$ cat src/rtl/telemetry_framer_pkg.sv
// Shared constants, FSM state encoding and checksum helper for the telemetry framer.
package telemetry_framer_pkg;

    localparam logic [7:0] SYNC0_DEF       = 8'hA5;
    localparam logic [7:0] SYNC1_DEF       = 8'h5A;
    localparam int         FIRST_ADDR_DEF  = 1;
    localparam int         LAST_ADDR_DEF   = 34;
    localparam int         PAYLOAD_LEN_DEF = LAST_ADDR_DEF - FIRST_ADDR_DEF + 1;
    localparam int         FRAME_BYTES_DEF = PAYLOAD_LEN_DEF + 5;

    typedef enum logic [2:0] {
        IDLE    = 3'd0,
        HDR     = 3'd1,
        FETCH   = 3'd2,
        LATCH   = 3'd3,
        PAYLOAD = 3'd4,
        CSUM    = 3'd5
    } state_t;

    // Byte that brings the running modulo-256 sum back to zero.
    function automatic logic [7:0] csum_close(input logic [7:0] acc);
        return 8'h00 - acc;
    endfunction

endpackage

$ cat src/rtl/telemetry_rate_timer.sv
// Free-running frame trigger: one-cycle tick every PERIOD cycles while enabled.
module telemetry_rate_timer #(
    parameter int PERIOD = 500000
) (
    input  logic clk,
    input  logic rst,
    input  logic enable,
    output logic tick
);

    localparam int CW = $clog2(PERIOD);

    logic [CW-1:0] cnt;
    logic          at_end;

    assign at_end = (cnt == CW'(PERIOD - 1));
    assign tick   = enable && at_end;

    always_ff @(posedge clk) begin
        if (rst || !enable) begin
            cnt <= '0;
        end else if (at_end) begin
            cnt <= '0;
        end else begin
            cnt <= cnt + CW'(1);
        end
    end

endmodule

$ cat src/rtl/telemetry_framer.sv
// Sweeps the register bank and streams a framed packet (sync, seq, len, payload, checksum)
// one byte at a time over a valid/ready link.
module telemetry_framer
    import telemetry_framer_pkg::*;
#(
    parameter int         FIRST_ADDR = FIRST_ADDR_DEF,
    parameter int         LAST_ADDR  = LAST_ADDR_DEF,
    parameter int         PERIOD     = 500000,
    parameter logic [7:0] SYNC0      = SYNC0_DEF,
    parameter logic [7:0] SYNC1      = SYNC1_DEF
) (
    input  logic       clk,
    input  logic       rst,
    input  logic       enable,
    output logic [7:0] reg_addr,
    input  logic [7:0] reg_data,
    output logic [7:0] tx_data,
    output logic       tx_valid,
    input  logic       tx_ready,
    output logic       busy,
    output logic [7:0] seq,
    output logic [7:0] overrun_cnt
);

    localparam logic [7:0] LEN = 8'(LAST_ADDR - FIRST_ADDR + 1);

    state_t     state, state_next;
    logic [1:0] hdr_cnt, hdr_cnt_next;
    logic [7:0] csum, csum_next;
    logic [7:0] tx_data_next, reg_addr_next, seq_next, overrun_next;
    logic       tx_valid_next, busy_next;
    logic       tick, xfer, at_last;

    telemetry_rate_timer #(.PERIOD(PERIOD)) u_timer (
        .clk    (clk),
        .rst    (rst),
        .enable (enable),
        .tick   (tick)
    );

    assign xfer    = tx_valid && tx_ready;
    assign at_last = (reg_addr == 8'(LAST_ADDR));

    always_ff @(posedge clk) begin
        if (rst) begin
            state       <= IDLE;
            hdr_cnt     <= 2'd0;
            csum        <= 8'h00;
            tx_data     <= 8'h00;
            tx_valid    <= 1'b0;
            reg_addr    <= 8'h00;
            busy        <= 1'b0;
            seq         <= 8'h00;
            overrun_cnt <= 8'h00;
        end else begin
            state       <= state_next;
            hdr_cnt     <= hdr_cnt_next;
            csum        <= csum_next;
            tx_data     <= tx_data_next;
            tx_valid    <= tx_valid_next;
            reg_addr    <= reg_addr_next;
            busy        <= busy_next;
            seq         <= seq_next;
            overrun_cnt <= overrun_next;
        end
    end

    always_comb begin
        state_next = state;
        case (state)
            IDLE:    if (tick) state_next = HDR;
            HDR:     if (xfer && hdr_cnt == 2'd3) state_next = FETCH;
            FETCH:   state_next = LATCH;
            LATCH:   state_next = PAYLOAD;
            PAYLOAD: if (xfer) state_next = at_last ? CSUM : FETCH;
            CSUM:    if (xfer) state_next = IDLE;
            default: state_next = IDLE;
        endcase
    end

    always_comb begin
        tx_data_next  = tx_data;
        tx_valid_next = tx_valid;
        reg_addr_next = reg_addr;
        csum_next     = csum;
        busy_next     = busy;
        seq_next      = seq;
        hdr_cnt_next  = hdr_cnt;
        overrun_next  = overrun_cnt;

        // A trigger landing while a frame is in flight is dropped, only counted.
        if (tick && busy && overrun_cnt != 8'hFF) begin
            overrun_next = overrun_cnt + 8'd1;
        end

        case (state)
            IDLE: begin
                if (tick) begin
                    busy_next     = 1'b1;
                    tx_data_next  = SYNC0;
                    tx_valid_next = 1'b1;
                    hdr_cnt_next  = 2'd0;
                end
            end
            HDR: begin
                if (xfer) begin
                    hdr_cnt_next = hdr_cnt + 2'd1;
                    case (hdr_cnt)
                        2'd0:    tx_data_next = SYNC1;
                        2'd1:    tx_data_next = seq;
                        2'd2:    tx_data_next = LEN;
                        default: begin
                            tx_valid_next = 1'b0;
                            reg_addr_next = 8'(FIRST_ADDR);
                            csum_next     = seq + LEN;
                        end
                    endcase
                end
            end
            LATCH: begin
                tx_data_next  = reg_data;
                csum_next     = csum + reg_data;
                tx_valid_next = 1'b1;
            end
            PAYLOAD: begin
                if (xfer) begin
                    if (at_last) begin
                        tx_data_next = csum_close(csum);
                    end else begin
                        tx_valid_next = 1'b0;
                        reg_addr_next = reg_addr + 8'd1;
                    end
                end
            end
            CSUM: begin
                if (xfer) begin
                    tx_valid_next = 1'b0;
                    busy_next     = 1'b0;
                    seq_next      = seq + 8'd1;
                    reg_addr_next = 8'h00;
                end
            end
            default: ;
        endcase
    end

endmodule

$ cat config.mk
export PLATFORM = sky130hd
export DESIGN_NAME = telemetry_framer
export DESIGN_NICKNAME = d
export VERILOG_FILES = /design/src/rtl/telemetry_framer_pkg.sv /design/src/rtl/telemetry_rate_timer.sv /design/src/rtl/telemetry_framer.sv
export SDC_FILE = /design/constraint.sdc
export NUM_CORES = 1
export LEC_CHECK = 0
export CORE_MARGIN = 3
export CORE_UTILIZATION = 56
export DETAILED_ROUTE_END_ITERATION = 12
export MAX_ROUTING_LAYER = met4
export PLACE_DENSITY = 0.91
export SYNTH_ARGS = -nofsm -noshare
export SYNTH_HDL_FRONTEND = slang
export SYNTH_SLANG_ARGS = --single-unit
$ cat constraint.sdc
create_clock -name clk -period 2.5 [get_ports clk]
set_input_delay 0.5 -clock clk [delete_from_list [all_inputs] [get_ports clk]]
set_output_delay 0.5 -clock clk [all_outputs]
set_load 0.01 [all_outputs]
==> impl_metrics.json <==
{
  "nNetsFinal": 572,
  "synth_cell_types": 60,
  "hold_buffers": 0,
  "drtIter0Drc": 350,
  "clockBufferDepth": 2,
  "setup.worst_path.start": "u_timer.cnt[8]",
  "synth_compound_area_frac": 0.1699,
  "dpl_cell_area_um2": 4518,
  "synth_top_family_by_area": "simple AND/OR/NAND/NOR gates",
  "synth-simple-area-share": 0.2821,
  "grtUsageMet1": 0.3530,
  "synth_fa_ha_area_frac": 0.06590,
  "hold_viol": 0,
  "io_buffers": 45,
  "reg2reg_to": "overrun_cnt[7]",
  "cp.required_ns": 2.77,
  "final_antenna_net_count": 0,
  "maxSlewViolCount": 0,
  "power_uw": 2156,
  "routabilityCongestion": 0.9482,
  "timing.rr.start": "u_timer.cnt[8]",
  "ys_seq_area_frac": 0.3378,
  "synthMuxAreaShare": 0.01823,
  "synth_edf_count": 0,
  "cts_setup_buffers": 0,
  "grt_util_all_layers": 0.2829,
  "routedWlPerCell_um": 16.34,
  "clk_latency_ns": 0.35,
  "cts.sinks": 66,
  "core-area_um2": 6568,
  "period_needed_ns": 2.302,
  "synth.avg_cell_area_um2": 8.015,
  "synth_top_cell_by_area": "dfxtp_1",
  "status": "finished, final reports clean",
  "grt_first_pass_wirelength_um": 17470,
  "die-width_um": 89.57,
  "powerDensity_nw_per_um2": 454.2,
  "worstHoldStart": "tx_data[5]",
  "worst-setup-path-type": "flip-flop to flip-flop",
  "async_reset_ff_frac": 0,
  "min_delay_worst_endpoint": "tx_data[5]",
  "area_delta_synth_final_pct": 21.34,
  "die_y_um": 89.57,
  "syn_inst": 488,
  "cts_tree": "built",
  "critPathSlowestCell": "or4b_4",
  "critPathMaxStageDelay_ns": 0.51,
  "leakage_uw": 0.001666,
  "synth_xor_area_frac": 0.08733,
  "start_util": 0.5955,
  "cp_cell_sequence": "or4b_4 -> nor3_4 -> nand4_2 -> or3_1 -> a21oi_1",
  "yosys_warnings": 0,
  "setup_viol": 0,
  "hold_depth": 2,
  "route.detailed.drc": 0,
  "maxSlewHeadroom": 0.5468,
  "grt_pass1_vias": 3768,
  "ys_ff_latch": 66,
  "layout-drive-gt1-share": 0.07890,
  "dp_hpwl_um": 7347,
  "hold_ws_ns": 0.4631,
  "arrival_ns": 2.57,
  "grt_start_max_net_pins": 42,
  "fmax_ghz": 0.4344,
  "crit_path_max_fanout": 13,
  "clk_pin_slew_ns": 0.08,
  "rows": 29,
  "die-area_um2": 8023,
  "syn-cell-area_um2": 3911,
  "end_kind": "flip-flop",
  "synth_fp_nets": 520,
  "drv_cap": 0,
  "worstMarginPinSlew_ns": 0.6779,
  "synth_largest_type_area_fraction": 0.3378,
  "fin_area_um2": 4746,
  "drtPass1Iterations": 5,
  "fin_crit_sh": 0.9207,
  "drt_wl_total_um": 10430,
  "cp-start-kind": "flip-flop",
  "top_usage_layer": "met2",
  "fin_worst_skew_ns": 0.01045,
  "cts_resized": 0,
  "htree_levels": 3,
  "rrSetupSlack_ns": 0.20,
  "num_antenna_cells": 0,
  "use_met3": 0.04745,
  "cts_inserted_buffers": 9,
  "rsz0062_at_grt": "false",
  "grt_util_met2": 0.4461,
  "fillCellCount": 465,
  "min_path_type": "flip-flop to flip-flop",
  "rr_worst_depth": 5,
  "vias": 3938,
  "ios": 46,
  "cts_root_buffer": "clkbuf_8",
  "yosys-top-cells-area": "dfxtp_1 34%, ha_1 6.1%, nor2_1 5.2%, xnor2_1 4.7%, xor2_1 4.0%",
  "antenna_found_initial": 0,
  "ys.flop_type": "dfxtp_1",
  "viasPerCell": 6.172,
  "globalRouteOverflowTotal": 0,
  "ir_drop_uv": 332.3
}
[worst max-delay path, delay by kind of cell, from the launching register on]
kind             cells  cell delay, ns
AO/OA/AOI/OAI        1            0.17
AND/OR/NAND/NOR      4            1.63
flip-flops           1            0.42
[cells in the final DEF, fill, tap and decap left out, types with 14 or more instances in the layout]
cell and n:
dfxtp_1 66, nor2_1 54, clkdlybuf4s50_1 45, nand2_1 41
o21ai_0 29, a21oi_1 26, nand3_1 25, xnor2_1 21
inv_1 19, nor3_1 19, ha_1 19, xor2_1 18
buf_4 16, a211oi_1 14
[registers in the layout, indices dropped and copies added (netlist names)]
signal and flops:
overrun_cnt 8, csum 8, tx_valid 1, state 3, busy 1, seq 8, tx_data 8, u_timer.cnt 19
reg_addr 8, hdr_cnt 2
[how the worst max path moves through the flow]
stage | cells past startpoint | endpoint
floorplan | 7 | reg_addr[7]
global placement | 9 | csum[6]
detailed placement | 9 | csum[6]
CTS | 5 | tx_data[6]
global route | 5 | tx_data[6]
finish | 5 | overrun_cnt[7]
[through the flow]
step	TNS, ns	setup WS, ns	util	cells
CTS	0	0.2239	0.7226	638
global placement	-0.03722	-0.03722	0.6879	622
finish	0	0.1982	0.7226	638
detailed placement	-0.1578	-0.1104	0.6879	622
global route	0	0.06720	0.7226	638
floorplan	0	0.4839	-	488
[logic make-up after synthesis]
family	after synthesis
compound gates	104
xor+xnor	39
fa+ha+maj	20
buf+inv	39
flops	66
mux	7
simple gates	213
[cell type report]
cell class	count	area, um^2	area share
Timing Repair Buffer	61	570.5	0.1202
Clock buffer	11	141.4	0.02979
Sequential cell	66	1321	0.2784
Inverter	19	71.32	0.01503
Tap cell	93	116.4	0.02452
Multi-Input combinational cell	383	2439	0.5138
Clock inverter	5	86.33	0.01819
[Yosys cell counts (all sizes together) (2+ instances only)]
master	number
nand4	9
and4	2
ha	19
nand2	41
a31o	2
dfxtp	66
nor2b	10
and3	7
a21o	2
nor4	6
nor4b	3
o211ai	2
or3b	2
clkbuf	18
a311oi	2
o31ai	3
a221oi	4
xnor2	21
inv	19
nor3b	4
a21oi	26
a21boi	3
xor2	18
nand3	25
buf	2
a31oi	5
a211oi	14
nor3	20
mux2i	6
or3	12
or2	4
nor2	54
nand2b	3
and2	5
a22oi	2
o21ai	29
[per-layer routing]
| metal | up-vias | share of wire |
|---|---|---|
| met3 | 37 | 0.074 |
| met2 | 197 | 0.48 |
| li1 | 1857 | - |
| met1 | 1847 | 0.42 |
| met4 | 0 | 0.030 |
| met5 | - | 0 |
[power by group]
part / internal (uW) / switching (uW) / leakage, uW
registers: 1050 / 1.37 / 0.000532
logic: 26.8 / 38.4 / 0.00102
clock network: 596 / 441 / 0.000114
total: 1670 / 481 / 0.00167
No activity file was read; power rests on OpenSTA's default activity.
